===== src/rtl/alu_mc.sv =====
// alu_mc: registered multi-cycle ALU with iterative shifts, shift-add multiply and start/busy/done handshake
module alu_mc #(
    parameter int WIDTH = 32
) (
    input  logic             clk,
    input  logic             reset_n,
    input  logic             start,
    input  logic [3:0]       op,
    input  logic [WIDTH-1:0] a,
    input  logic [WIDTH-1:0] b,
    output logic             busy,
    output logic             done,
    output logic [WIDTH-1:0] result,
    output logic             c,
    output logic             n,
    output logic             z,
    output logic             v
);
    localparam int SAW = $clog2(WIDTH);
    localparam int CW = SAW + 1;

    typedef enum logic {IDLE, RUN} state_t;
    state_t state, state_nx;

    logic [3:0]       op_r;
    logic [WIDTH-1:0] a_r, b_r, lo, hi, bb, res_nx;
    logic [WIDTH:0]   sum, acc;
    logic [CW-1:0]    cnt;
    logic             sc, c_nx, v_nx, launch, finish;

    always_ff @(posedge clk or negedge reset_n)
        if (!reset_n) state <= IDLE;
        else state <= state_nx;

    always_comb begin
        state_nx = state;
        launch = 1'b0;
        finish = 1'b0;
        if (state == IDLE && start) begin
            state_nx = RUN;
            launch = 1'b1;
        end else if (state == RUN && cnt == '0) begin
            state_nx = IDLE;
            finish = 1'b1;
        end
    end

    assign busy = state == RUN;

    // lo doubles as the shift register and the low half of the product; hi is the product's upper half
    always_comb begin
        bb = op_r == 4'd7 ? ~b_r : b_r;
        sum = {1'b0, a_r} + {1'b0, bb} + (WIDTH+1)'(op_r == 4'd7);
        acc = {1'b0, hi} + (lo[0] ? {1'b0, a_r} : '0);
        res_nx = '0;
        c_nx = 1'b0;
        v_nx = 1'b0;
        case (op_r)
            4'd0: res_nx = ~a_r;
            4'd1: res_nx = ~b_r;
            4'd2: res_nx = a_r & b_r;
            4'd3: res_nx = a_r | b_r;
            4'd4: res_nx = a_r ^ b_r;
            4'd5: res_nx = ~(a_r ^ b_r);
            4'd6, 4'd7: begin
                res_nx = sum[WIDTH-1:0];
                c_nx = sum[WIDTH];
                v_nx = (a_r[WIDTH-1] == bb[WIDTH-1]) && (sum[WIDTH-1] != a_r[WIDTH-1]);
            end
            4'd8, 4'd9, 4'd10: begin
                res_nx = lo;
                c_nx = sc;
            end
            4'd11: begin
                res_nx = lo;
                c_nx = |hi;
                v_nx = |hi;
            end
            default: res_nx = '0;
        endcase
    end

    always_ff @(posedge clk or negedge reset_n) begin
        if (!reset_n) begin
            op_r <= '0;
            a_r <= '0;
            b_r <= '0;
            lo <= '0;
            hi <= '0;
            cnt <= '0;
            sc <= 1'b0;
            done <= 1'b0;
            result <= '0;
            c <= 1'b0;
            n <= 1'b0;
            z <= 1'b0;
            v <= 1'b0;
        end else begin
            done <= finish;
            if (launch) begin
                op_r <= op;
                a_r <= a;
                b_r <= b;
                sc <= 1'b0;
                hi <= '0;
                lo <= op == 4'd11 ? b : a;
                cnt <= op == 4'd11 ? CW'(WIDTH) : (op >= 4'd8 && op <= 4'd10) ? CW'(b[SAW-1:0]) : '0;
            end else if (state == RUN && cnt != '0) begin
                cnt <= cnt - CW'(1);
                case (op_r)
                    4'd8: begin
                        sc <= lo[WIDTH-1];
                        lo <= lo << 1;
                    end
                    4'd9: begin
                        sc <= lo[0];
                        lo <= lo >> 1;
                    end
                    4'd10: begin
                        sc <= lo[0];
                        lo <= {lo[WIDTH-1], lo[WIDTH-1:1]};
                    end
                    4'd11: begin
                        hi <= acc[WIDTH:1];
                        lo <= {acc[0], lo[WIDTH-1:1]};
                    end
                    default: ;
                endcase
            end
            if (finish) begin
                result <= res_nx;
                n <= res_nx[WIDTH-1];
                z <= res_nx == '0;
                c <= c_nx;
                v <= v_nx;
            end
        end
    end
endmodule


===== config.mk =====
export PLATFORM = sky130hd
export DESIGN_NAME = alu_mc
export DESIGN_NICKNAME = d
export VERILOG_FILES = /design/src/rtl/alu_mc.sv
export SDC_FILE = /design/constraint.sdc
export NUM_CORES = 1
export LEC_CHECK = 0
export CAP_MARGIN = 5
export CELL_PAD_IN_SITES_DETAIL_PLACEMENT = 1
export CELL_PAD_IN_SITES_GLOBAL_PLACEMENT = 2
export CORE_MARGIN = 4
export CORE_UTILIZATION = 35
export DETAILED_ROUTE_END_ITERATION = 8
export DONT_BUFFER_PORTS = 1
export GPL_TIMING_DRIVEN = 0
export PLACE_DENSITY_LB_ADDON = 0.1
export REMOVE_ABC_BUFFERS = 1
export SYNTH_ARGS = -nofsm -noshare
export SYNTH_HDL_FRONTEND = slang
export SYNTH_SLANG_ARGS = --single-unit

===== constraint.sdc =====
create_clock -name clk -period 7.2 [get_ports clk]
set_input_delay 0.36 -clock clk [delete_from_list [all_inputs] [get_ports clk]]
set_output_delay 0.36 -clock clk [all_outputs]
set_load 0.01 [all_outputs]

==> results of run 1 <==
## stage by stage
stage	utilization [%]	area (µm²)	hold WS [ns]
final	40.6	16200	0.0580
after CTS	40.6	16200	0.0151
after floorplan	-	13800	0.0644
after global placement	36.1	14400	0.0768
after detailed placement	37.3	14900	0.0774
after global routing	40.6	16200	0.0700
## metal layers
metal / GRT usage (%) / vias to the layer above / wire length [µm]
met5: 0 / - / 0
met4: 8.93 / 0 / 1430
li1: - / 6329 / -
met2: 41.0 / 184 / 25600
met3: 3.50 / 69 / 1420
met1: 30.5 / 6532 / 23500
## logic make-up (layout without fill, tap and decap cells)
logic type	Yosys count	in the layout	share of synthesized area, %
buffers and inverters	195	209	5.24
AOI/OAI and AO/OA	542	542	23.5
xor gates and xnor gates	76	76	4.70
DFF	176	176	31.1
other	0	2	0
muxes	45	45	3.46
and+or+nand+nor	618	618	19.8
adders and majority gates	138	138	12.3
## critical path, cell delays in order (launching register included)
cell	delay, ns
dfrtp_1	0.84
nand4b_1	0.67
buf_8	0.38
xnor2_1	0.20
inv_1	0.08
fa_1	0.42
nand3b_1	0.26
a2111oi_0	0.66
or2_2	0.25
o21ai_1	0.32
xor2_1	0.24
o211ai_1	0.38
nor4_1	0.49
nand4_1	0.31
nor4_1	0.66
nand4_1	0.19
nand2_1	0.11
## state kept, by name, summed over array words and instances (netlist names), 4 cells and up
name and cells:
lo 32, op_r 4, cnt 6, b_r 32, a_r 32, result 32, hi 32
## repair_timing
item | 4_1_cts | 5_1_grt
hold buffers | 70 | 0
endpoints found under the hold margin | 244 | 0
resized for setup | 0 | 1
setup endpoints to repair | 0 | 1
## cells in the final DEF (no fill, tap or decap), drive strengths merged, types with 18 or more instances in the layout
cell type and instances:
buf 22, mux2 32, nand2 311, xor2 22, xnor2 54, o22ai 27
inv 89, dfrtp 176, nand4 18, nor2 96, a21oi 114, o21ai 221
a22o 22, dlygate4sd3 69, clkbuf 18, nor3 20, nor4 21, and2 35
nand3 51, ha 136, a21o 33
## layout make-up
type / instances / area [µm²] / share of cell area [%]
Inverter: 86 / 323 / 1.99
Clock inverter: 13 / 161 / 0.996
Antenna cell: 2 / 5.00 / 0.0309
Multi-Input combinational cell: 1419 / 9060 / 55.9
Sequential cell: 176 / 4410 / 27.2
Timing Repair Buffer: 92 / 1150 / 7.09
Clock buffer: 18 / 439 / 2.71
Tap cell: 525 / 657 / 4.05
## power groups by stage
stage          logic (mW)  registers [mW]  clock network, mW
2_1_floorplan        3.54            1.88                  0
3_3_place_gp         4.82            2.16                  0
3_5_place_dp         5.08            2.12                  0
4_1_cts              5.16            2.11               1.05
5_1_grt              5.74            2.18               1.08
6_report             5.15            2.10               1.01
## worst min-delay path by stage
| stage | cells past startpoint | start | to | slack [ns] |
|---|---|---|---|---|
| 2_1_floorplan | 0 | reset_n | a_r[0] | 0.06 |
| 3_3_place_gp | 0 | reset_n | lo[18] | 0.08 |
| 3_5_place_dp | 0 | reset_n | lo[18] | 0.08 |
| 4_1_cts | 2 | start | cnt[5] | 0.02 |
| 5_1_grt | 2 | b[0] | cnt[0] | 0.07 |
| 6_report | 2 | start | cnt[5] | 0.06 |
==> run summary, run 1 <==
FF-to-FF path depth -> 16
top_reg_cell synth -> dfrtp_1
Post-Syn Instances -> 1790
num ports -> 109
Critical Path Source -> op_r[0]
DRC -> 0
status -> complete, no violations
sequential share of the synthesized area -> 31.1%
placed insts -> 2228
worst-margin pin slew -> 1.29 ns
critical path launch point type -> register
HPWL after DPL -> 37.9 mm
final setup violation count -> 0
largest net degree at the start of global routing -> 177
setup_tns -> 0 ns
CTS max path bufs -> 2
antenna-violating nets left -> 0
Setup Skew -> 0.0117 ns
Switching Share -> 51.8%
CTS Sinks -> 176
worst slack, placed -> 0.177 ns
RSZ-0062 raised after global routing -> false
CTS tree -> yes
PD cells -> 510 nW/µm²
FFs w/ async S/R, synth -> 100%
Critical Path End Type -> register
Crit Reg-Reg Startpoint -> op_r[0]
Clk pwr share -> 12.2%
die area -> 43800 µm²
CTS Root Cell -> clkbuf_16
die extent in x -> 209 µm
reg2reg end -> z
Area growth syn-to-layout -> 14.3%
Initial Util -> 35.5%
Max-slew headroom -> 13.5%
Syn. warnings -> 0
detailed-route via count -> 13114
DR iter-0 viols -> 708
FILL cells -> 4773
worst reg-to-reg setup slack -> 0.65 ns
initial antenna violation count -> 1
port buffer count -> 0
core area -> 39900 µm²
CP Class -> register to register
post-synthesis cell type count -> 70
GRT Total Usage -> 23.9%
drt pass-1 iters -> 4
clock latency on the worst-skew pair -> 0.50 ns
count leader, synth -> nand2_1
remaining global-route overflow -> 0
maximum VDD drop -> 212 µV
largest cells by area after synthesis -> dfrtp_1 (31%), ha_1 (12%), nand2_1 (8.2%)
routed length per placed instance -> 22.3 µm
drt total wl -> 51.9 mm
synthesized cell area -> 14200 µm²
register bit total from synthesis -> 176
Via density -> 5.63
fin. max-slew vios -> 0
gpl congestion -> 0.830
synth cell count leaders -> nand2_1 (311), o21ai_0 (215), dfrtp_1 (176), ha_1 (136), a21oi_1 (113)
cell taking the most area after synthesis -> dfrtp_1
vias in the first global route -> 13793
fin crit share -> 91.0%
non-filler cells, final -> 2331
total power after layout -> 8.26 mW
WP data arrival -> 6.99 ns
final worst slack -> 0.646 ns
die height -> 209 µm
Fmax -> 153 MHz
cts bufs inserted -> 17
combinational share of power -> 62.3%
crit-path max FO -> 17
EDFF count, synth -> 0
hold crit path type -> primary input to register
layout cell share with drive strength beyond 1 -> 6.10%
row cnt -> 73
Crit path required time -> 7.63 ns
number of setup buffers added after CTS -> 0
CP endpoint -> z
Final nets -> 2001
Net Switching -> 4.28 mW
Max Cap Viol -> 0
sequential power share -> 25.5%
synthesized area per cell -> 7.92 µm²
H-tree Lvls -> 4
final hold vios -> 0
minimum clock period -> 6.55 ns
Leak Pwr -> 7.33 nW
area share of the largest cell type after synthesis -> 31.1%
Internal -> 3.98 mW
first-pass GRT wire length -> 82.0 mm
clock-pin slew on the worst setup and hold paths -> 0.07 ns
Power figures use the tool's default switching activity.
==> inputs of run 2 (changes only) <==
- GPL_TIMING_DRIVEN: 0 -> unset
==> run 2 against run 1 <==
Effect of this change:
- register-to-register slack improved by 1.6 ns
- combinational power shrank 2%
- hold slack worse by 0.0061 ns
- via count barely moved
- total power down 2.6%
- critical path depth is 1 higher
- non-clock buffer count increased by 3
- die area stayed put
- final cell count unchanged
- critical endpoint unchanged
==> run summary, run 2 (synthesized netlist as in run 1, its figures left out) <==
status -> complete, no violations
HPWL after DPL -> 37.3 mm
drt pass-1 iters -> 4
Final nets -> 2004
Critical Path End Type -> register
port buffer count -> 0
die height -> 209 µm
initial antenna violation count -> 0
WP data arrival -> 5.43 ns
Crit Reg-Reg Startpoint -> op_r[1]
drt total wl -> 53.3 mm
clock-pin slew on the worst setup and hold paths -> 0.07 ns
fin crit share -> 69.4%
Fmax -> 200 MHz
minimum clock period -> 5.00 ns
crit path cell chain -> buf_4, nand4b_1, buf_4, xnor2_1, inv_1, fa_1, nand3b_1, a2111oi_0, or2_2, o21ai_1, o2111ai_1, nand3_1, nor4_1, nand4_1, nor4_1, nand4_1, nand2_1
die area -> 43800 µm²
CTS Sinks -> 176
GRT Total Usage -> 24.4%
core area -> 39900 µm²
number of setup buffers added after CTS -> 0
Critical Path Source -> op_r[1]
CP Class -> register to register
gpl congestion -> 0.927
maximum VDD drop -> 226 µV
commonest cells after routing, fill and taps aside -> nand2_1 (310), o21ai_0 (215), dfrtp_1 (176)
H-tree Lvls -> 4
FILL cells -> 4775
num ports -> 109
Via density -> 5.63
first-pass GRT wire length -> 82.9 mm
Largest stage delay, worst path -> 0.76 ns
slowest CP cell -> a2111oi_0
PD cells -> 506 nW/µm²
detailed-route via count -> 13122
Initial Util -> 35.5%
multi-input combinational cell area -> 9050 µm²
critical path launch point type -> register
Layout Utilization -> 39.9%
Max Cap Viol -> 0
RSZ-0062 raised after global routing -> false
row cnt -> 73
Leak Pwr -> 7.24 nW
Crit path required time -> 7.64 ns
final setup violation count -> 0
Hold Startpoint -> b[1]
Setup Skew -> 0.0154 ns
CTS Root Cell -> clkbuf_16
DR iter-0 viols -> 703
most common cell after layout, fill and taps aside -> nand2_1
DRC -> 0
total power after layout -> 8.04 mW
cts bufs inserted -> 17
routed length per placed instance -> 22.9 µm
hold crit path type -> primary input to register
CTS tree -> yes
remaining global-route overflow -> 0
antenna-violating nets left -> 0
Area growth syn-to-layout -> 12.2%
crit-path max FO -> 34
largest net degree at the start of global routing -> 209
layout cell share with drive strength beyond 1 -> 5.98%
Sequential Area -> 4400 µm²
fin. max-slew vios -> 0
ant diodes -> 0
vias in the first global route -> 13724
final hold vios -> 0
die extent in x -> 209 µm
CTS max path bufs -> 2
Max-slew headroom -> 26.8%
clock latency on the worst-skew pair -> 0.50 ns
worst-margin pin slew -> 1.10 ns
run 2: cell type report:
cell class	instances	share of cell area [%]
clock buffer	21	2.96
sequential	176	27.7
tap	525	4.13
inverter	86	2.03
timing repair buffer	95	5.76
clock inverter	9	0.535
multi-input combinational	1419	56.9
run 2: critical path: cells and delay by family, from the launching register on:
| family | cells | cell delay [ns] |
|---|---|---|
| flops | 1 | 0.36 |
| simple gates | 9 | 1.87 |
| xor+xnor | 1 | 0.22 |
| buf+inv | 3 | 0.81 |
| compound gates | 3 | 1.26 |
| fa+ha+maj | 1 | 0.40 |
run 2: path summary, 6_finish.rpt:
path | endpoint | slack, ns | cells past startpoint
min in group asynchronous | hi[17] | 0.53 | 2
worst max register to register | z | 2.20 | 17
max in group asynchronous | b_r[24] | 5.76 | 2
worst min register to register | hi[27] | 0.52 | 2
worst min-delay path | cnt[1] | 0.05 | 2
worst max-delay path | z | 2.20 | 17
run 2: routing by layer:
metal	GRT usage (%)	up-vias	wire length [µm]
met5	0	-	0
met4	7.67	0	1380
li1	-	6321	-
met3	5.49	55	2280
met1	31.3	6555	24100
met2	40.9	191	25600
run 2: stage by stage:
stage               cells  hold WS, ns  setup TNS (ns)  worst slack (ns)  instance area, µm²
floorplan            1681       0.0644          -41.32             -1.78               13800
finish               2331       0.0519               0              2.20               15900
detailed placement   2232       0.0742               0              2.20               14600
global placement     2232       0.0758               0              2.21               14600
global route         2331       0.0428               0              1.82               15900
CTS                  2331      0.00719               0              2.17               15900
run 2: report_power, final:
| group | leakage [nW] | switching [mW] | internal (mW) |
|---|---|---|---|
| Sequential | 2.24 | 0.635 | 1.42 |
| Combinational | 4.74 | 3.10 | 1.93 |
| Clock | 0.267 | 0.451 | 0.498 |
run 2: repair_timing:
item,CTS,global route
endpoints found under the hold margin,243,0
hold buffers,69,0
gates resized for setup,0,0
==> inputs of run 3 (changes only) <==
- clock period: 7.2 -> 4.35 ns (I/O delays scaled with it)
==> run 3 against run 2 <==
Effect of this change:
- utilization increased by 0.64 points
- count of clock-buffer cells in the layout unchanged
- routed wire length increased by 2.5%
- setup slack got worse by 1.8 ns
- maximum frequency increased by 26%
- global-route usage increased by 0.49 points
- critical path depth decreased by 1
- via count increased by 0.42%
- sequential power increased by 64%
- sequential cell count unchanged
- largest power group unchanged
- highest routed layer unchanged
==> run summary, run 3 (synthesized netlist as in run 1, its figures left out) <==
status -> complete, no violations
largest net degree at the start of global routing -> 177
Via density -> 5.58
HPWL after DPL -> 39.2 mm
final setup violation count -> 0
Max Cap Viol -> 0
Largest stage delay, worst path -> 0.49 ns
hold depth -> 4
hold crit path type -> primary input to register
crit path cell chain -> nand4b_1, buf_6, xnor2_1, inv_1, fa_1, nand3b_1, nand2_1, xnor2_1, nor2_1, nor4_1, nand4_1, nor4_1, nand4_1, nor4_1, nand4_1, nand2_1
fin area -> 16200 µm²
non-filler cells, final -> 2360
Net Switching -> 7.16 mW
GRT Total Usage -> 24.9%
fin crit share -> 90.8%
die height -> 209 µm
Layout Utilization -> 40.5%
fin. max-slew vios -> 0
core area -> 39900 µm²
die extent in x -> 209 µm
Area growth syn-to-layout -> 14.0%
drt total wl -> 54.7 mm
sequential power share -> 24.4%
critical path launch point type -> register
antenna-violating nets left -> 0
reg2reg end -> z
remaining global-route overflow -> 0
CP Class -> register to register
die area -> 43800 µm²
FF-to-FF path depth -> 16
crit-path max FO -> 24
Critical Path End Type -> register
Leak Pwr -> 7.38 nW
Buf+Inv Stages, Crit Path -> 2
layout cell share with drive strength beyond 1 -> 7.36%
row cnt -> 73
initial antenna violation count -> 1
Switching Share -> 51.7%
H-tree Lvls -> 4
Hold Startpoint -> b[2]
vias in the first global route -> 13934
first-pass GRT wire length -> 84.8 mm
critical path depth -> 16
Internal -> 6.69 mW
Final nets -> 2031
cts bufs inserted -> 17
met3 Usage GRT -> 3.35%
DR iter-0 viols -> 785
DRC -> 0
Fmax -> 253 MHz
Max-slew headroom -> 31.3%
CTS max path bufs -> 2
port buffer count -> 0
final hold vios -> 0
setup_tns -> 0 ns
ant diodes -> 0
routed length per placed instance -> 23.2 µm
minimum clock period -> 3.95 ns
placed insts -> 2257
M2 GR Usage -> 43.0%
most common cell after layout, fill and taps aside -> nand2_1
Setup Skew -> 0.0135 ns
gpl congestion -> 0.888
WP data arrival -> 4.37 ns
clock latency on the worst-skew pair -> 0.48 ns
detailed-route via count -> 13177
CTS tree -> yes
Crit path required time -> 4.77 ns
drt pass-1 iters -> 5
CTS Root Cell -> clkbuf_16
commonest cells after routing, fill and taps aside -> nand2_1 (310), o21ai_0 (215), dfrtp_1 (176)
clock-pin slew on the worst setup and hold paths -> 0.08 ns
combinational share of power -> 63.8%
worst reg-to-reg setup slack -> 0.40 ns
gr busiest metal -> met2
CTS Sinks -> 176
Clk pwr share -> 11.8%
maximum VDD drop -> 348 µV
number of setup buffers added after CTS -> 0
slowest CP cell -> nor4_1
PD cells -> 857 nW/µm²
dpl cell area -> 14800 µm²
worst-margin pin slew -> 1.03 ns
final hold slack -> 0.0207 ns
met1 Usage GRT -> 32.6%
RSZ-0062 raised after global routing -> false
num ports -> 109
Crit Reg-Reg Startpoint -> op_r[1]
Hold Path End -> lo[2]
Initial Util -> 35.5%
Largest delay share family, worst path -> simple AND/OR/NAND/NOR gates
[run 3: layout make-up]
class,count,area [µm²]
fill,4812,23800
multi-input combinational,1419,9060
sequential,176,4400
timing repair buffer,122,1130
tap,525,657
clock buffer,21,460
inverter,86,323
clock inverter,11,133
[run 3: routing by layer]
layer / vias up / part of all wire [%]
li1: 6367 / -
met4: 0 / 2.5
met5: - / 0
met3: 58 / 3.4
met2: 220 / 49
met1: 6532 / 45
[run 3: how the worst max path moves through the flow]
stage                   to     from
floorplan           hi[31]     busy
global route             z  op_r[1]
detailed placement       z  op_r[1]
CTS                      z  op_r[1]
global placement         z  op_r[3]
finish                   z  op_r[1]
[run 3: repair_timing]
item / CTS / global route
setup endpoints to repair: 0 / 3
resized for setup: 0 / 3
hold buffers: 71 / 0
hold endpoints to repair: 259 / 0
[run 3: metrics by stage]
step                      worst slack (ns)  total power [mW]
final                                0.399              13.9
after global routing                 0.152              15.1
after CTS                           0.0864              13.9
after detailed placement             0.129              12.1
after global placement               0.149              12.0
after floorplan                      -4.63              8.96
[run 3: tightest hold or removal path, stage by stage]
cell	delay, ns
nand2_1	0.04
nand3_1	0.06
o21ai_0	0.06
o21ai_0	0.07
[run 3: power by group through the flow]
stage / registers, mW / clock network [mW] / logic [mW]
after floorplan: 3.11 / 0 / 5.85
after detailed placement: 3.41 / 0 / 8.70
after CTS: 3.39 / 1.68 / 8.85
final: 3.38 / 1.64 / 8.83
after global routing: 3.50 / 1.74 / 9.90
after global placement: 3.40 / 0 / 8.58
